$ cat config.mk
export PLATFORM = sky130hd
export DESIGN_NAME = serial_adder
export DESIGN_NICKNAME = d
export VERILOG_FILES = /design/src/rtl/serial_adder.sv
export SDC_FILE = /design/constraint.sdc
export NUM_CORES = 1
export LEC_CHECK = 0
export BUFFER_PORTS_ARGS = -buffer_cell sky130_fd_sc_hd__buf_2
export CELL_PAD_IN_SITES_DETAIL_PLACEMENT = 0
export CELL_PAD_IN_SITES_GLOBAL_PLACEMENT = 2
export CORE_ASPECT_RATIO = 1.25
export CORE_MARGIN = 4
export CORE_UTILIZATION = 38
export CTS_CLUSTER_DIAMETER = 200
export CTS_CLUSTER_SIZE = 12
export DETAILED_ROUTE_END_ITERATION = 7
export PLACE_DENSITY_LB_ADDON = 0.1
export SLEW_MARGIN = 10
export SYNTH_ARGS = -nofsm -noshare
export SYNTH_HDL_FRONTEND = slang
export SYNTH_SLANG_ARGS = --single-unit
$ cat constraint.sdc
create_clock -name clk -period 3.2 [get_ports clk]
set_clock_uncertainty 0.1 [all_clocks]
set_input_delay 0.32 -clock clk [delete_from_list [all_inputs] [get_ports clk]]
set_output_delay 0.32 -clock clk [all_outputs]
set_load 0.05 [all_outputs]
$ cat src/rtl/serial_adder.sv
// Bit-serial adder/subtractor: one full-adder cell plus a carry flop, one
// operand bit per clock, LSB first. Results appear on the ports only at
// completion, together with carry-out, overflow and a one-cycle done pulse.
//
// state | meaning
// ------+--------------------------------------------------------------
// IDLE  | waiting for start; outputs hold the last result
// RUN   | one bit step per clock, WIDTH steps in total; busy=1
// DONE  | single cycle with done=1; start here is accepted as in IDLE
module serial_adder #(
  parameter int WIDTH = 8
) (
  input  logic             clk,
  input  logic             rstn,
  input  logic             start,
  input  logic             sub,
  input  logic [WIDTH-1:0] a,
  input  logic [WIDTH-1:0] b,
  output logic             busy,
  output logic             done,
  output logic [WIDTH-1:0] sum,
  output logic             cout,
  output logic             ovf
);

  localparam int CntW = $clog2(WIDTH + 1);
  localparam logic [CntW-1:0] LastStep = CntW'(WIDTH - 1);

  if (WIDTH < 2 || WIDTH > 32) begin : gBadWidth
    $error("serial_adder: WIDTH must be in 2..32");
  end

  typedef enum logic [1:0] {
    IDLE = 2'd0,
    RUN  = 2'd1,
    DONE = 2'd2
  } stateT;

  stateT            state;
  stateT            stateNext;
  logic [WIDTH-1:0] opA;
  logic [WIDTH-1:0] opB;
  logic [WIDTH-1:0] partial;
  logic             carry;
  logic [CntW-1:0]  count;
  logic             accept;
  logic             finalStep;
  logic             bitSum;
  logic             carryOut;

  // Subtraction reuses the adder: a + ~b + 1, the +1 entering as carry-in.
  assign accept    = start && (state != RUN);
  assign finalStep = (state == RUN) && (count == LastStep);
  assign bitSum    = opA[0] ^ opB[0] ^ carry;
  assign carryOut  = (opA[0] & opB[0]) | (opA[0] & carry) | (opB[0] & carry);
  assign busy      = (state == RUN);
  assign done      = (state == DONE);

  // State register.
  always_ff @(posedge clk or negedge rstn) begin
    if (!rstn) begin
      state <= IDLE;
    end else begin
      state <= stateNext;
    end
  end

  // Next-state logic; DONE behaves like IDLE apart from the done flag.
  always_comb begin
    stateNext = state;
    case (state)
      IDLE:    if (start) stateNext = RUN;
      RUN:     if (count == LastStep) stateNext = DONE;
      DONE:    stateNext = start ? RUN : IDLE;
      default: stateNext = IDLE;
    endcase
  end

  // Operand capture, bit stepping, and result registers updated on the last step.
  always_ff @(posedge clk or negedge rstn) begin
    if (!rstn) begin
      opA     <= '0;
      opB     <= '0;
      partial <= '0;
      carry   <= 1'b0;
      count   <= '0;
      sum     <= '0;
      cout    <= 1'b0;
      ovf     <= 1'b0;
    end else if (accept) begin
      opA     <= a;
      opB     <= sub ? ~b : b;
      partial <= '0;
      carry   <= sub;
      count   <= '0;
    end else if (state == RUN) begin
      opA     <= {1'b0, opA[WIDTH-1:1]};
      opB     <= {1'b0, opB[WIDTH-1:1]};
      partial <= {bitSum, partial[WIDTH-1:1]};
      carry   <= carryOut;
      count   <= count + CntW'(1);
      if (finalStep) begin
        // carry at this point is the carry into the MSB.
        sum  <= {bitSum, partial[WIDTH-1:1]};
        cout <= carryOut;
        ovf  <= carry ^ carryOut;
      end
    end
  end

endmodule

==> summary.txt <==
Total Wirelength = 3200 µm
Synthesis-to-layout area growth = 16.5%
Power share of the sequential group = 0.410
Slew headroom = 0.406
Die boundary height = 85.1 µm
Internal power = 1.26 mW
Endpoint kind of the worst setup timing path = output port
H-tree lvl count = 2
Vias in the first global route = 1,259
Count of antenna diodes in the layout = 0
Detailed Route Iter0 Violations = 48
Leakage = 1.02 nW
Fraction of layout cells with a size suffix above 1 = 0.289
Count of TritonRoute iterations in the first routing pass = 4
Fraction of power consumed by combinational cells = 0.378
Worst vdd ir = 314 µV
Post-CTS Hold Fix Bufs = 0
Sink count of the clock tree = 40
Top-Level Pins = 32
TritonCTS Buffers = 5
Maximum clock rate = 455 MHz
Horizontal die dimension = 69.7 µm
Post-Synthesis Mean Instance Area = 11.2 µm²
Final Cell Area = 2110 µm²
Post-place instance area = 1980 µm²
Cell chosen for the clock root = sky130_fd_sc_hd__clkbuf_8
Arrival @ worst endpoint = 1.78 ns
HPWL reported at the end of detailed placement = 2150 µm
Power consumption = 2.09 mW
Total of endpoints with negative setup slack in the final report = 0
Power per unit of standard cell area = 992 nW/µm²
Post-synthesis instance area = 1810 µm²
Number of antenna violations at the first check in global routing = 0
Post-CTS clock slew at the launch and capture registers of the worst setup and hold paths = 0.08 ns
DR vias = 1,206
Final antenna-violating net count = 0
Post-CTS sizing = 0
Number of max-slew violations in the final report = 0
Fraction of power consumed by the clock network = 0.212
Pre-CTS setup slack = 1.30 ns
Slew at the pin closest to its max-slew limit = 0.892 ns
Psw = 834 µW
Pin count of the biggest net entering global routing = 54
Type of the tightest min-delay check = in -> async
Portion of the post-synthesis area used by sequential elements = 0.553
Wire length per cell = 12.9 µm
First-pass GRT wire length = 5640 µm
Setup repair bufs after CTS = 0
Number of maximum-capacitance constraint violations = 0
Switching portion of total power = 0.399
Number of rows in the core area = 27
Final setup margin = 1.00 ns
Tot GR Track Use = 0.118
Setup slack of the most critical reg-to-reg path = 1.39 ns
Die Outline Area = 5940 µm²
Clock latency on the worst-skew pair = 0.28 ns
Final hold violations = 0
Worst r2r dst = count[2]
Nets = 211
Minimum clock period after layout = 2.20 ns
Setup repair after global routing missed its margin = no
Starting utilization of the core area = 0.403
Crit start category = flop
Count of cell types in the netlist = 24
Total number of yosys warnings = 0
Clock tree from TritonCTS = done
Worst reg2reg startpoint = state[1]
Core area = 4490 µm²
Net count after synthesis = 183
Worst-case clock buffer depth = 2
Post-synthesis sequential element count = 40
Total gr overflow = 0
Port Buf Inserts = 31
Summed negative setup slack over all endpoints = 0 ns
Cells on worst reg2reg path = 4
Detailed-route vias per instance = 4.86
Result of the run = complete, no violations
Period utilisation layout = 0.687
Placer Congestion = 0.651
Largest driver fanout on the critical path = 53
Remaining DRCs = 0
Instance count of the mapped netlist = 161
CP Data Required Time = 2.78 ns
Worst setup path class = reg -> out
metal layers:
layer | share of wire | GRT usage
met5 | 0 | 0
met4 | 0.014 | 0.0418
met3 | 0.050 | 0.0427
met2 | 0.50 | 0.196
met1 | 0.44 | 0.140
power groups by stage:
stage	clock network, mW	registers [mW]	logic [mW]
5_1_grt	0.487	0.886	0.880
6_report	0.443	0.858	0.790
2_1_floorplan	0	1.06	0.441
3_5_place_dp	0	0.871	0.808
3_3_place_gp	0	0.865	0.787
4_1_cts	0.461	0.862	0.808
worst max-delay path by stage:
stage                   from   end  slack (ns)  cells after the start
floorplan             opA[0]   ovf        1.73                      3
global placement    state[1]  busy        1.32                      3
detailed placement  state[1]  busy        1.30                      3
CTS                 state[1]  busy        0.98                      3
global route        state[1]  busy        0.87                      3
finish              state[1]  busy        1.00                      3
cell usage in the layout, fill, tap and decap left out, drive strengths merged:
cell / netlist / routed
dfrtp: 40 / 40
nand2: 33 / 33
buf: 8 / 31
o21ai: 26 / 26
mux2i: 17 / 17
mux2: 11 / 11
xor2: 8 / 8
clkbuf: 2 / 7
nor2: 2 / 2
nand3: 2 / 2
inv: 2 / 2
nor3: 2 / 2
nand2b: 1 / 1
and2b: 1 / 1
xnor2: 1 / 1
a211oi: 1 / 1
and3: 1 / 1
a311o: 1 / 1
fa: 1 / 1
ha: 1 / 1
bufinv: 0 / 1
per-stage QoR:
stage | std cells | hold WS, ns | util
after detailed placement | 240 | 0.367 | 0.441
after CTS | 248 | 0.0820 | 0.469
after floorplan | 161 | -0.0756 | -
after global placement | 240 | 0.361 | 0.441
final | 248 | 0.0538 | 0.469
after global routing | 248 | 0.129 | 0.469
cell type report:
cell class / count / area (µm²)
repair buffers: 31 / 155
inverters: 2 / 7.51
well taps: 58 / 72.6
fillers: 455 / 2380
flip-flops and latches: 40 / 1000
clock inverters: 1 / 30.0
multi-input cells: 109 / 746
clock buffers: 7 / 96.3
kinds of logic (layout without fill, tap and decap cells):
group / Yosys count / count (layout) / synth area share
AO/OA/AOI/OAI: 28 / 28 / 0.0823
XOR/XNOR: 9 / 9 / 0.0436
adder cells (fa/ha/maj): 2 / 2 / 0.0180
buffers and inverters: 12 / 41 / 0.0346
flip-flops: 40 / 40 / 0.553
multiplexers: 28 / 28 / 0.163
AND/OR/NAND/NOR: 42 / 42 / 0.106
critical path, stage by stage (launching register included):
cell                       delay (ns)
sky130_fd_sc_hd__dfrtp_1         0.38
sky130_fd_sc_hd__nand2b_4        0.17
sky130_fd_sc_hd__inv_2           0.53
sky130_fd_sc_hd__buf_2           0.39
sequential cells by signal (all words and copies together), names as in the netlist, 2 cells and up:
name and flops:
opA 8, opB 8, sum 8, partial 7
count 4, state 2
synth_stat cells (all sizes together):
cell     n  share of area
dfrtp   40           0.55
nand2   33          0.068
o21ai   26          0.072
mux2i   17          0.094
mux2    11          0.068
buf      8          0.026
xor2     8          0.039
clkbuf   2         0.0048
inv      2         0.0041
nand3    2         0.0055
nor2     2         0.0042
nor3     2          0.012
a211oi   1         0.0042
a311o    1         0.0062
and2b    1         0.0048
and3     1         0.0035
fa       1          0.011
ha       1         0.0069
nand2b   1         0.0076
xnor2    1         0.0048
(Power assumes the default switching activity.)
